===== src/rtl/dcache_wb.sv =====
// Direct-mapped, write-back, write-allocate data cache between the CPU MEM stage
// and a line-based data memory. Hits are zero-stall; misses evict dirty victims and refill.
module dcache_wb #(
  parameter int unsigned LINES  = 8,
  parameter int unsigned WORDS  = 4,
  parameter int unsigned ADDR_W = 30
) (
  input  logic                               clk,
  input  logic                               i_rst,
  input  logic                               proc_read,
  input  logic                               proc_write,
  input  logic [ADDR_W-1:0]                  proc_addr,
  input  logic [31:0]                        proc_wdata,
  output logic [31:0]                        proc_rdata,
  output logic                               proc_stall,
  output logic                               mem_read,
  output logic                               mem_write,
  output logic [ADDR_W-$clog2(WORDS)-1:0]    mem_addr,
  output logic [32*WORDS-1:0]                mem_wdata,
  input  logic [32*WORDS-1:0]                mem_rdata,
  input  logic                               mem_ready
);

  localparam int unsigned IDX    = $clog2(LINES);
  localparam int unsigned OFF    = $clog2(WORDS);
  localparam int unsigned TAG    = ADDR_W - IDX - OFF;
  localparam int unsigned LINE_W = 32 * WORDS;
  localparam int unsigned OFF_W  = (OFF == 0) ? 1 : OFF;

  typedef enum logic [1:0] {
    S_COMPARE   = 2'd0,
    S_WRITEBACK = 2'd1,
    S_ALLOCATE  = 2'd2
  } state_e;

  state_e              state_q, state_d;
  logic [LINES-1:0]    valid_q, valid_d;
  logic [LINES-1:0]    dirty_q, dirty_d;
  logic [TAG-1:0]      tag_q  [LINES];
  logic [TAG-1:0]      tag_d  [LINES];
  logic [LINE_W-1:0]   data_q [LINES];
  logic [LINE_W-1:0]   data_d [LINES];

  logic [TAG-1:0]      req_tag;
  logic [IDX-1:0]      req_idx;
  logic [OFF_W-1:0]    req_off;
  logic [31:0]         word_base;
  logic                req_active;
  logic                hit;

  assign req_tag = proc_addr[ADDR_W-1 -: TAG];
  assign req_idx = proc_addr[OFF +: IDX];

  // Single-word lines have no offset field.
  if (OFF == 0) begin : g_no_off
    assign req_off = '0;
  end else begin : g_off
    assign req_off = proc_addr[OFF_W-1:0];
  end

  assign word_base  = 32'(req_off) * 32'd32;
  assign req_active = proc_read | proc_write;
  assign hit        = valid_q[req_idx] && (tag_q[req_idx] == req_tag);

  // Next state, line updates and all outputs.
  always_comb begin
    state_d    = state_q;
    valid_d    = valid_q;
    dirty_d    = dirty_q;
    tag_d      = tag_q;
    data_d     = data_q;
    proc_stall = 1'b0;
    proc_rdata = '0;
    mem_read   = 1'b0;
    mem_write  = 1'b0;
    mem_addr   = '0;
    mem_wdata  = '0;
    case (state_q)
      S_COMPARE: begin
        if (req_active) begin
          if (hit) begin
            if (proc_write) begin
              data_d[req_idx][word_base +: 32] = proc_wdata;
              dirty_d[req_idx]                 = 1'b1;
            end else begin
              proc_rdata = data_q[req_idx][word_base +: 32];
            end
          end else begin
            proc_stall = 1'b1;
            state_d    = (valid_q[req_idx] && dirty_q[req_idx]) ? S_WRITEBACK : S_ALLOCATE;
          end
        end
      end
      S_WRITEBACK: begin
        proc_stall = 1'b1;
        mem_write  = 1'b1;
        mem_addr   = {tag_q[req_idx], req_idx};
        mem_wdata  = data_q[req_idx];
        if (mem_ready) state_d = S_ALLOCATE;
      end
      S_ALLOCATE: begin
        proc_stall = 1'b1;
        mem_read   = 1'b1;
        mem_addr   = {req_tag, req_idx};
        if (mem_ready) begin
          data_d[req_idx]  = mem_rdata;
          tag_d[req_idx]   = req_tag;
          valid_d[req_idx] = 1'b1;
          dirty_d[req_idx] = 1'b0;
          state_d          = S_COMPARE;
        end
      end
      default: state_d = S_COMPARE;
    endcase
  end

  // Control state; reset abandons any transfer in flight.
  always_ff @(posedge clk) begin
    if (!i_rst) begin
      state_q <= S_COMPARE;
      valid_q <= '0;
      dirty_q <= '0;
    end else begin
      state_q <= state_d;
      valid_q <= valid_d;
      dirty_q <= dirty_d;
    end
  end

  // Tag and data arrays carry no reset; valid bits qualify them.
  always_ff @(posedge clk) begin
    tag_q  <= tag_d;
    data_q <= data_d;
  end

endmodule


===== config.mk =====
export PLATFORM = sky130hd
export DESIGN_NAME = dcache_wb
export DESIGN_NICKNAME = d
export VERILOG_FILES = /design/src/rtl/dcache_wb.sv
export SDC_FILE = /design/constraint.sdc
export NUM_CORES = 2
export LEC_CHECK = 0
export BUFFER_PORTS_ARGS = -buffer_cell sky130_fd_sc_hd__buf_2
export CAP_MARGIN = 5
export CORE_ASPECT_RATIO = 1.1
export CORE_MARGIN = 1.5
export CORE_UTILIZATION = 35
export CTS_BUF_LIST = sky130_fd_sc_hd__clkbuf_16
export CTS_CLUSTER_DIAMETER = 40
export DETAILED_ROUTE_END_ITERATION = 6
export PLACE_DENSITY = 0.58
export SYNTH_ARGS = -nofsm -noshare
export SYNTH_HDL_FRONTEND = slang
export SYNTH_SLANG_ARGS = --single-unit

===== constraint.sdc =====
create_clock -name clk -period 12.7 [get_ports clk]
set_input_delay 2.54 -clock clk [delete_from_list [all_inputs] [get_ports clk]]
set_output_delay 2.54 -clock clk [all_outputs]
set_load 0.05 [all_outputs]

==> impl_metrics.tcl <==
set metrics [dict create \
    status "finished clean" \
    slew_headroom 0.173 \
    leakagePower_uw 0.0224 \
    period_minus_slack_ns 9.77 \
    start_util 0.352 \
    h-tree-depth 4 \
    fin_hold_ws_ns 0.459 \
    ir_drop_v 0.000123 \
    synth_area_um2 53500 \
    grt_pass1_wl_mm 299 \
    portBuffers 385 \
    fin_util 0.418 \
    cp_slowest_cell "and2_4" \
    drtIter0Drc 5780 \
    ys_warn_count 0 \
    worst-slew-pin-transition_ns 1.24 \
    finalMaxSlewViolations 0 \
    holdCritPathClass "reg2reg" \
    place_congestion 0.874 \
    powerDensity_nw_per_um2 158 \
    drv_cap 0 \
    worst-path-buf-inv 4 \
    die_x_um 376 \
    synth-async-reset-ratio 0 \
    critPathRequiredTime_ns 10.16 \
    cts_setup_buffers 0 \
    netlist.area_leader.share 0.687 \
    vias_per_cell 6.03 \
    fp.dieArea_um2 155000 \
    path_cells "buf_8, buf_4, and2_4, buf_4, a22oi_1, and4_1, mux4_2, nor2_1, buf_2" \
    rsz0062_at_grt "false" \
    crit_arrival_ns 7.23 \
    cp-startpoint "proc_addr[2]" \
    worstPathMaxFanout 91 \
    crit_family "buffers and inverters" \
    routed_wl_mm 219 \
    yosys-top-cells-count "nor2_1, edfxtp_1, a22oi_1" \
    synth_cells 4097 \
    synth_top_area_cell "edfxtp_1" \
    grt_max_degree 110 \
    hold_start "valid_q[6]" \
    vias 39400 \
    synth.area.top_cells "edfxtp_1, nor2_1, a22oi_1" \
    io_pins 386 \
    cts.sinks 1242 \
    startpoint_type "input port" \
    first_global_vias 36600 \
    num_rows 150 \
    critical_path.most_common_cell "buf_4" \
    ant_nets 0 \
    synth_seq_cells 1242 \
    num-nets-final 4616 \
    cts_hold_buf 0 \
    synth_area_per_cell_um2 13.1 \
    cts_resized 0 \
    cts_made_buffers 166 \
    clock_path_buffers 3 \
    synth_edf_count 1224 \
    clk-insertion-delay-late_ns 0.80 \
    grt_overflow_total 0 \
    setup-tns-final_ns 0 \
    finalHoldViolCount 0 \
    die_h_um 413 \
    antenna_found_initial 29 \
    r2r-start "tag_q[43]" \
    synth_top_flop_cell "edfxtp_1" \
    clock_skew_ns 0.0464 \
    synth.most_common_cell "nor2_1" \
    timing.fmax_mhz 102 \
    first_pass_iters 6 \
    synth_cell_types 66 \
    cp-end-kind "output port" \
    syn_nets 4301 \
    critPathKind "in2out" \
    seq_area_frac_synth 0.694 \
    dp_hpwl_mm 132 \
    setup-violations-final 0 \
    route.detailed.drc 0 \
    syn2layout_area_growth_pct 18.7 \
    root_buffer "clkbuf_16" \
    slowest_delay_ns 0.84 \
    layout-drive-gt1-share 0.210 \
    timing.final.crit_share 0.769 \
    cts_tree "yes" \
    grt_use_total 0.276 \
    clk_pin_slew_ns 0.05 \
    fp.coreArea_um2 152000 \
    wire_per_inst_um 33.5 \
]
## layout make-up
cell class | instances | area [µm²]
Clock buffer | 168 | 4200
Multi-Input combinational cell | 2516 | 15500
Fill cell | 14000 | 88300
Antenna cell | 9 | 22.5
Clock inverter | 136 | 1490
Timing Repair Buffer | 477 | 2700
Tap cell | 1976 | 2470
Sequential cell | 1242 | 37100
Inverter | 9 | 36.3
## stage by stage
step | instances | cell area, µm² | worst slack (ns) | total power (µW)
after floorplan | 4097 | 53500 | 4.56 | 4940
after global placement | 6219 | 57800 | 3.05 | 5280
after detailed placement | 6219 | 57800 | 2.98 | 5290
after CTS | 6523 | 63500 | 2.97 | 10000
after global routing | 6526 | 63500 | 2.81 | 10200
final | 6533 | 63500 | 2.93 | 10000
## final timing paths
kind / slack, ns / depth (start not counted) / to
setup / recovery: 2.93 / 9 / proc_rdata[8]
setup reg to reg: 7.94 / 10 / data_q[818]
hold reg to reg: 0.46 / 1 / valid_q[6]
hold / removal: 0.46 / 1 / valid_q[6]
## layout by cell type, fill, tap and decap left out, types with 10 or more instances in the layout
cell	count
nor3_1	17
bufinv_16	23
a221o_1	17
dfxtp_1	18
clkbuf_16	168
nand4_1	14
buf_4	88
mux4_2	50
and2_1	34
clkinv_1	21
a22o_1	21
edfxtp_1	1224
a221oi_1	21
nand2_1	45
buf_2	382
clkinv_2	22
and4_1	69
o21a_1	10
or3_1	10
a22oi_1	505
o21ai_0	19
clkinv_4	11
clkinvlp_4	22
a211oi_1	12
o22ai_1	24
mux2i_1	73
mux2_2	85
a21oi_1	86
nor2_4	43
inv_6	10
nor2b_1	11
inv_1	23
nor2_1	1232
## routing by layer
layer,vias to the layer above,routed length [µm],global-route usage
met3,445,28400,0.0812
met4,28,12100,0.140
met1,19900,83200,0.369
met2,2918,94800,0.406
met5,-,181,0
li1,16100,-,-
## logic make-up after synthesis
group                      after synthesis  share of synthesized area
muxes                                  208                     0.0526
xor gates and xnor gates                10                    0.00164
DFF                                   1242                      0.694
adders and majority gates                9                    0.00210
and+or+nand+nor                       1522                      0.119
AOI/OAI and AO/OA                      767                      0.105
buffers and inverters                  339                     0.0260
## worst reg2reg max path, cell delays in order (launching register included)
cell and delay [ns]:
edfxtp_1 0.37, mux4_2 0.46, mux2i_1 0.22, xnor2_1 0.13
a2111oi_2 0.48, nand4_1 0.32, o41ai_4 0.39, buf_4 0.29
nand2_1 0.51, nor2_4 0.79, buf_4 0.47
## state kept, by name (all words and copies together) (netlist names), named ones only
signal / count
data_q: 1024
state_q: 2
tag_q: 200
valid_q: 8
## power by group
group	total, µW	internal, µW	leakage, µW	switching [µW]
registers	4490	4490	0.0132	3.75
logic	732	158	0.00639	574
clock network	4790	2900	0.00279	1890
Power figures use the tool's default switching activity.
